## config.mk

```make
export PLATFORM = sky130hd
export DESIGN_NAME = pipeline_bus_arbiter
export DESIGN_NICKNAME = d
export VERILOG_FILES = /design/src/rtl/pipeline_bus_arbiter.sv
export SDC_FILE = /design/constraint.sdc
export NUM_CORES = 1
export LEC_CHECK = 0
export CAP_MARGIN = 10
export CORE_MARGIN = 10
export CORE_UTILIZATION = 23
export CTS_CLUSTER_SIZE = 30
export DETAILED_ROUTE_END_ITERATION = 7
export PLACE_DENSITY_LB_ADDON = 0.3
export SYNTH_ARGS = -nofsm -noshare
export SYNTH_HDL_FRONTEND = slang
export SYNTH_SLANG_ARGS = --single-unit
```

## constraint.sdc

```tcl
create_clock -name ClockIn -period 1.5 [get_ports ClockIn]
set_clock_uncertainty 0.1 [all_clocks]
set_input_delay 0.3 -clock ClockIn [delete_from_list [all_inputs] [get_ports ClockIn]]
set_output_delay 0.3 -clock ClockIn [all_outputs]
set_load 0.005 [all_outputs]
```

## src/rtl/pipeline_bus_arbiter.sv

```systemverilog
// pipeline_bus_arbiter
// Arbitrates the memory address/data bus between pipeline stage 2 and an
// external DMA requester. Grants are registered, ownership changes always
// pass through a single dead TURN cycle, handover is round-robin and DMA
// bursts are capped at DMA_MAX_BURST cycles when the pipeline is waiting.
// Optional build macro ARB_STATS_EN adds a saturating StallCount output.
module pipeline_bus_arbiter #(
  parameter int unsigned DMA_MAX_BURST = 8,
  parameter logic [2:0]  DMA_ADDR_SEL  = 3'b111
) (
  input  logic        ClockIn,
  input  logic        Reset,
  input  logic        PipeBusRequest,
  input  logic [2:0]  PipeAddrSel,
  input  logic        DmaReq,
  output logic        PipeGrant,
  output logic        DmaGrant,
  output logic        PipeStall,
  output logic [2:0]  AddrSel
`ifdef ARB_STATS_EN
  ,
  output logic [15:0] StallCount
`endif
);

  typedef enum logic [1:0] {IDLE, PIPE, DMA, TURN} state_t;
  typedef enum logic {OWNER_PIPE, OWNER_DMA} owner_t;

  localparam logic [3:0] BURST_MAX  = 4'(DMA_MAX_BURST);
  localparam logic [3:0] BURST_LAST = 4'(DMA_MAX_BURST - 1);

  state_t     state;
  state_t     state_next;
  owner_t     last_owner;
  owner_t     last_owner_next;
  logic [3:0] burst_cnt;
  logic       burst_full;
  logic       pipe_grant_q;
  logic       dma_grant_q;

  // burst_cnt counts completed DMA cycles, so the current cycle is the
  // DMA_MAX_BURST-th granted one when the count reaches DMA_MAX_BURST-1.
  assign burst_full = (burst_cnt >= BURST_LAST);

  // State register, grant flops, ownership history and burst counter
  always_ff @(posedge ClockIn or posedge Reset) begin
    if (Reset) begin
      state        <= IDLE;
      last_owner   <= OWNER_PIPE;
      pipe_grant_q <= 1'b0;
      dma_grant_q  <= 1'b0;
      burst_cnt    <= '0;
    end else begin
      state        <= state_next;
      last_owner   <= last_owner_next;
      pipe_grant_q <= (state_next == PIPE);
      dma_grant_q  <= (state_next == DMA);
      if (state != DMA)
        burst_cnt <= '0;
      else if (burst_cnt != BURST_MAX)
        burst_cnt <= burst_cnt + 4'd1;
    end
  end

  // Next-state and round-robin ownership decision
  always_comb begin
    state_next      = state;
    last_owner_next = last_owner;
    case (state)
      IDLE: begin
        if (PipeBusRequest)
          state_next = PIPE;
        else if (DmaReq)
          state_next = DMA;
      end
      PIPE: begin
        if (!PipeBusRequest) begin
          state_next      = TURN;
          last_owner_next = OWNER_PIPE;
        end
      end
      DMA: begin
        if (!DmaReq || (PipeBusRequest && burst_full)) begin
          state_next      = TURN;
          last_owner_next = OWNER_DMA;
        end
      end
      TURN: begin
        if (PipeBusRequest && DmaReq)
          state_next = (last_owner == OWNER_PIPE) ? DMA : PIPE;
        else if (PipeBusRequest)
          state_next = PIPE;
        else if (DmaReq)
          state_next = DMA;
        else
          state_next = IDLE;
      end
      default: state_next = IDLE;
    endcase
  end

  // Outputs: registered grants, stall and address-mux select
  always_comb begin
    PipeGrant = pipe_grant_q;
    DmaGrant  = dma_grant_q;
    PipeStall = PipeBusRequest & ~pipe_grant_q;
    if (pipe_grant_q)
      AddrSel = PipeAddrSel;
    else if (dma_grant_q)
      AddrSel = DMA_ADDR_SEL;
    else
      AddrSel = 3'b000;
  end

`ifdef ARB_STATS_EN
  // Saturating count of cycles in which the pipeline is stalled
  always_ff @(posedge ClockIn or posedge Reset) begin
    if (Reset)
      StallCount <= '0;
    else if (PipeStall && (StallCount != '1))
      StallCount <= StallCount + 16'd1;
  end
`endif

endmodule
```

==> Word level (Yosys, flattened, before mapping) <==
Index checks and enable logic that the tools add are counted.
{ "op_classes": {"addsub": 1, "eq_ne": 9, "n_mux": 16, "reduce_logical": 8, "bitwise_logic": 2, "n_lt_le_gt_ge": 1} }
{ "op_table": {"columns": ["op", "n"], "rows": [
  ["$mux W2", 8],
  ["$mux W4", 2],
  ["$pmux W2 S4", 1],
  ["$eq A2 B2 Y1 const B", 3],
  ["$mux W3", 2],
  ["$ne A2 B2 Y1 const B", 3],
  ["$add A4 B1 Y4 const B", 1],
  ["$eq A2 B1 Y1 const B", 2],
  ["$ge A4 B3 Y1 const B", 1],
  ["$ne A4 B4 Y1 const B", 1],
  ["$reduce_bool A2 Y1", 2],
  ["$reduce_and A3 Y1", 1],
  ["$logic_and A1 B1 Y1", 2],
  ["$logic_not A2 Y1", 1],
  ["$mux W1", 2],
  ["$pmux W1 S2", 1],
  ["$and A1 B1 Y1", 1],
  ["$logic_not A1 Y1", 1],
  ["$logic_or A1 B1 Y1", 1],
  ["$not A1 Y1", 1]
]} }
{ "totals": {"input_bits": 7, "output_inout_bits": 6, "reg_bits": 9} }

==> Logic depth before layout (Yosys ltp) <==
Gate-level depths: netlist of the first run.
{ "depth": {"depth_word": 6, "depth_mapped": 5, "mapped_depth_nobuf": 5} }

==> Worst setup path before layout of the first run <==
No wires, ideal clock.
{ "synth_path": {"kind": "register to register", "from": "reg burst_cnt[0]", "to": "reg last_owner", "setup_slack_ps": 243, "required_time_ps": 1269, "stages_incl_launch_ff": 5, "t_arrival_ps": 1026, "path_cell_list": "dfrtp_1 ha_1 and2_1 o211ai_1 a22oi_1"} }
{ "synth_via": {"elab_chain_cells": 5} }
{ "synth_lines": {"columns": ["item", "line_no", "source"], "rows": [
  ["from (decl)", "36", "logic [3:0] burst_cnt;"],
  ["from (signal assigned)", "61", "burst_cnt <= burst_cnt + 4'd1;"],
  ["$ge A4 B3 Y1", "43", "assign burst_full = (burst_cnt >= BURST_LAST);"],
  ["$logic_and A1 B1 Y1", "83", "if (!DmaReq || (PipeBusRequest && burst_full)) begin"],
  ["$logic_or A1 B1 Y1", "83", null],
  ["$ne A2 B2 Y1 (no line)", null, null],
  ["$reduce_and A3 Y1 (no line)", null, null],
  ["to (signal assigned)", "55", "last_owner <= last_owner_next;"],
  ["to (decl)", "34", "owner_t last_owner;"]
]} }
No other way between the ends.
A chain may end at the register's enable or synchronous reset.

==> Final worst setup path of the first run <==
{ "layout_path": {"from": "reg pipe_grant_q (netlist: PipeGrant)", "to": "out AddrSel[0]"} }
{ "layout_via": {"elab_chain_cells": 1} }
{ "layout_lines": {"columns": ["item", "line_no", "source"], "rows": [
  ["from (decl)", "38", "logic pipe_grant_q;"],
  ["from (signal assigned)", "56", "pipe_grant_q <= (state_next == PIPE);"],
  ["$mux W3", "107", "if (pipe_grant_q)"],
  ["to (decl)", "19", "output logic [2:0] AddrSel"]
]} }
No other way between the ends.

==> results of run 1 <==
## critical path, delay by kind of cell, from the launching register on
kind          cells  cell delay [ns]
simple gates      2             0.22
buf+inv           1             0.11
flops             1             0.44
## metal layers
layer	track usage (%)	vias to the layer above	routed length, µm
met2	8.87	16	506
li1	-	233	-
met4	2.26	0	12
met5	0	-	0
met1	5.88	216	530
met3	3.70	2	155
## sequential cells by signal (all words and copies together), names as in the netlist
name,cells
last_owner,1
burst_cnt,4
DmaGrant,1
PipeGrant,1
state,2
## synthesized netlist by cell type (2+ instances only)
cell and n:
a21oi_1 3, dfrtp_1 9, nor2_1 4, inv_1 8
nor2b_1 2, ha_1 2, nand3b_1 2, o21ai_0 3
nand2b_1 5, nand2_1 7
## through the flow
step	setup TNS, ns	utilization (%)	power [µW]	setup slack, ns
final	0	32.0	1090	0.0695
after global routing	0	32.0	1180	0.0208
after CTS	0	31.9	1110	0.0456
after detailed placement	-1.32	31.4	947	-0.304
after global placement	-1.23	31.4	933	-0.305
after floorplan	0	-	735	0.243
## cell type report
class / instances / share of cell area [%]
multi-input combinational: 42 / 39.8
sequential: 9 / 31.7
timing repair buffer: 14 / 15.8
tap: 28 / 4.90
inverter: 8 / 4.20
clock buffer: 4 / 3.68
## cell usage in the layout, fill, tap and decap left out, types with 2 or more instances in the layout
master and instances:
inv_1 8, buf_4 2, nor2_1 4, dlygate4sd2_1 2, ha_1 2, clkdlybuf4s50_1 6, nand3b_1 2, nand2_1 7
a21oi_1 3, nand2b_4 2, clkbuf_4 3, o21ai_0 3, nor2b_1 2, buf_2 4, nand2b_1 4, dfrtp_1 8
## cell families after synthesis
logic type	count (synthesis)
flops	9
simple gates	23
xor+xnor	2
mux	1
buf+inv	9
compound gates	14
fa+ha+maj	2
## final timing paths
check / from / end / slack (ns) / cells past startpoint
worst max-delay path: PipeGrant$_DFF_PP0_ / AddrSel[0] / 0.07 / 3
worst min register to register: burst_cnt[1]$_DFFE_PP0P_ / burst_cnt[1]$_DFFE_PP0P_ / 0.48 / 2
min in group ClockIn: burst_cnt[1]$_DFFE_PP0P_ / burst_cnt[1]$_DFFE_PP0P_ / 0.48 / 2
worst max register to register: burst_cnt[0]$_DFFE_PP0P_ / last_owner$_DFFE_PP0P_ / 0.15 / 4
max in group asynchronous: Reset / PipeGrant$_DFF_PP0_ / 0.81 / 2
worst min-delay path: Reset / last_owner$_DFFE_PP0P_ / 0.20 / 2
## report_power, final
part	switching (µW)	leakage, µW	internal [µW]
registers	127	0.000114	325
clock network	90.6	0.0000150	103
logic	202	0.000213	241
total	419	0.000342	668
==> impl_metrics.py, run 1 <==
metrics = {
    "synthesis": {
        "yosys_warnings": 0,
        "most_frequently_used_flop_master_after_synthesis": "dfrtp_1",
        "yosysUniqueCellTypes": 25,
        "synth-compound-area-share_pct": 18.2,
        "synth-async-reset-ratio_pct": 100,
        "post_synth_inst_count": 60,
        "mappedNetlistArea_um2": 543,
        "synth.yosys.seq_area_share_pct": 41.5,
        "post_synth_fa_ha_maj_area_fraction_pct": 4.61,
        "main_combinational_cell_family_by_area_after_synthesis": "simple AND/OR/NAND/NOR gates",
        "mappedNetlistNets": 69,
        "postSynthAreaPerCell_um2": 9.05,
        "postSynthRegisterBits": 9,
        "synth_top_area_share_pct": 41.5,
        "synthSimpleGateAreaFrac_pct": 23.0,
        "edff_count_synth": 0,
        "yosysTopAreaCell": "dfrtp_1",
        "post_synth_main_area_contributors": "dfrtp_1 41%, nand2b_1 5.8%, inv_1 5.5%",
        "yosys.area_share.xor_xnor_pct": 3.23,
        "yosys-mux-area-fraction_pct": 1.84,
    },
    "sta": {
        "final_period_minus_worst_setup_slack_ns": 1.43,
        "final-hold-violation-count": 0,
        "setup_viol_count_final": 0,
        "timing_max_transition_violations_final": 0,
        "min_period_over_period_pct": 95.4,
        "timing_worst_slew_pin_value_ns": 0.371,
        "finalHoldWorstSlack_ns": 0.201,
        "clock.fmax_ghz": 0.699,
        "max-slew-margin-rel_pct": 75.2,
        "grt_setup_unrepaired": "false",
    },
    "die": {
        "fp.dieH_um": 68.6,
        "std_cell_rows": 17,
        "floorplan.io_pins": 13,
        "core_region_area_um2": 2230,
        "fp.dieW_um": 68.6,
        "die_area_um2": 4700,
        "initial_core_util_pct": 24.3,
    },
    "detailed_routing": {
        "ant_nets": 0,
        "via_per_inst": 4.45,
        "remaining_drc_errors": 0,
        "wl_mm": 1.21,
        "drt_first_pass_iters": 4,
        "dr.first_iter.drc_count": 17,
        "wire_per_inst_um": 11.5,
        "dr_total_vias": 467,
    },
    "layout": {
        "fillers": 233,
        "fin_cells": 105,
        "num_antenna_cells": 0,
        "nets": 87,
        "seq_area_um2": 226,
        "area_growth_pct": 31.6,
        "multi_input_comb_area_um2": 284,
        "layout-drive-gt1-share_pct": 16.9,
        "final_design_area_no_fill_um2": 714,
    },
    "critical_path": {
        "cp_cell_sequence": "nand2b_4 > nand2_1 > buf_2",
        "worstSetupStartpointType": "register",
        "worst_path_largest_cell_delay_ns": 0.44,
        "crit_path_max_fanout": 6,
        "endpoint_kind": "primary output",
        "cp.arrival_ns": 1.03,
        "worst_setup_path_category": "reg -> out",
        "critical_path_data_required_time_ns": 1.10,
        "cp_slowest_cell": "dfrtp_2",
    },
    "placed_design": {
        "placement_stage_cell_area_um2": 702,
        "dp_hpwl_um": 893,
        "gpl.final_weighted_congestion": 0.748,
        "placement.io_buffers": 12,
        "placedCellCount": 101,
    },
    "power_and_ir_drop": {
        "power.ir.vdd_worst_mv": 0.675,
        "power_leakage_uw": 0.000342,
        "power-per-cell-area_nw_per_um2": 1520,
    },
    "clocking": {
        "cts.reportedPaths.clkPinSlew_ns": 0.07,
        "tritoncts_clock_tree": "yes",
        "clock_insertion_delay_worst_skew_ns": 0.26,
        "post_cts_gate_resize_count": 19,
        "cts_inserted_buffers": 3,
        "htree_num_levels": 1,
        "cts.root.buffer_cell": "clkbuf_4",
        "number_of_hold_repair_buffers_added_at_the_cts_stage": 0,
        "postCtsSetupBuffers": 0,
        "clock_tree.buffer_depth": 2,
        "cts_num_sinks": 9,
    },
    "global_route": {
        "antenna_found_initial": 0,
        "grt_max_degree": 10,
        "first_global_vias": 477,
        "grt_overflow_total": 0,
        "wire_length_of_the_first_global_routing_pass_mm": 2.03,
        "grt_util_all_layers_pct": 5.65,
    },
    "min_path": {
        "hold_path.class": "in -> async",
    },
    "outcome": {
        "status": "finished clean",
    },
    "job": {
        "maxCapViolCount": 0,
    },
}
Power figures use the tool's default switching activity.
==> run 2, diff against run 1 <==
--- a/config.mk
+++ b/config.mk
@@ -8,6 +8,7 @@
 export CAP_MARGIN = 10
 export CORE_MARGIN = 10
 export CORE_UTILIZATION = 23
+export CTS_CLUSTER_DIAMETER = 50
 export CTS_CLUSTER_SIZE = 30
 export DETAILED_ROUTE_END_ITERATION = 7
 export PLACE_DENSITY_LB_ADDON = 0.3
==> results of run 2 <==
Final layout, timing and power as in run 1 (identical DEF).
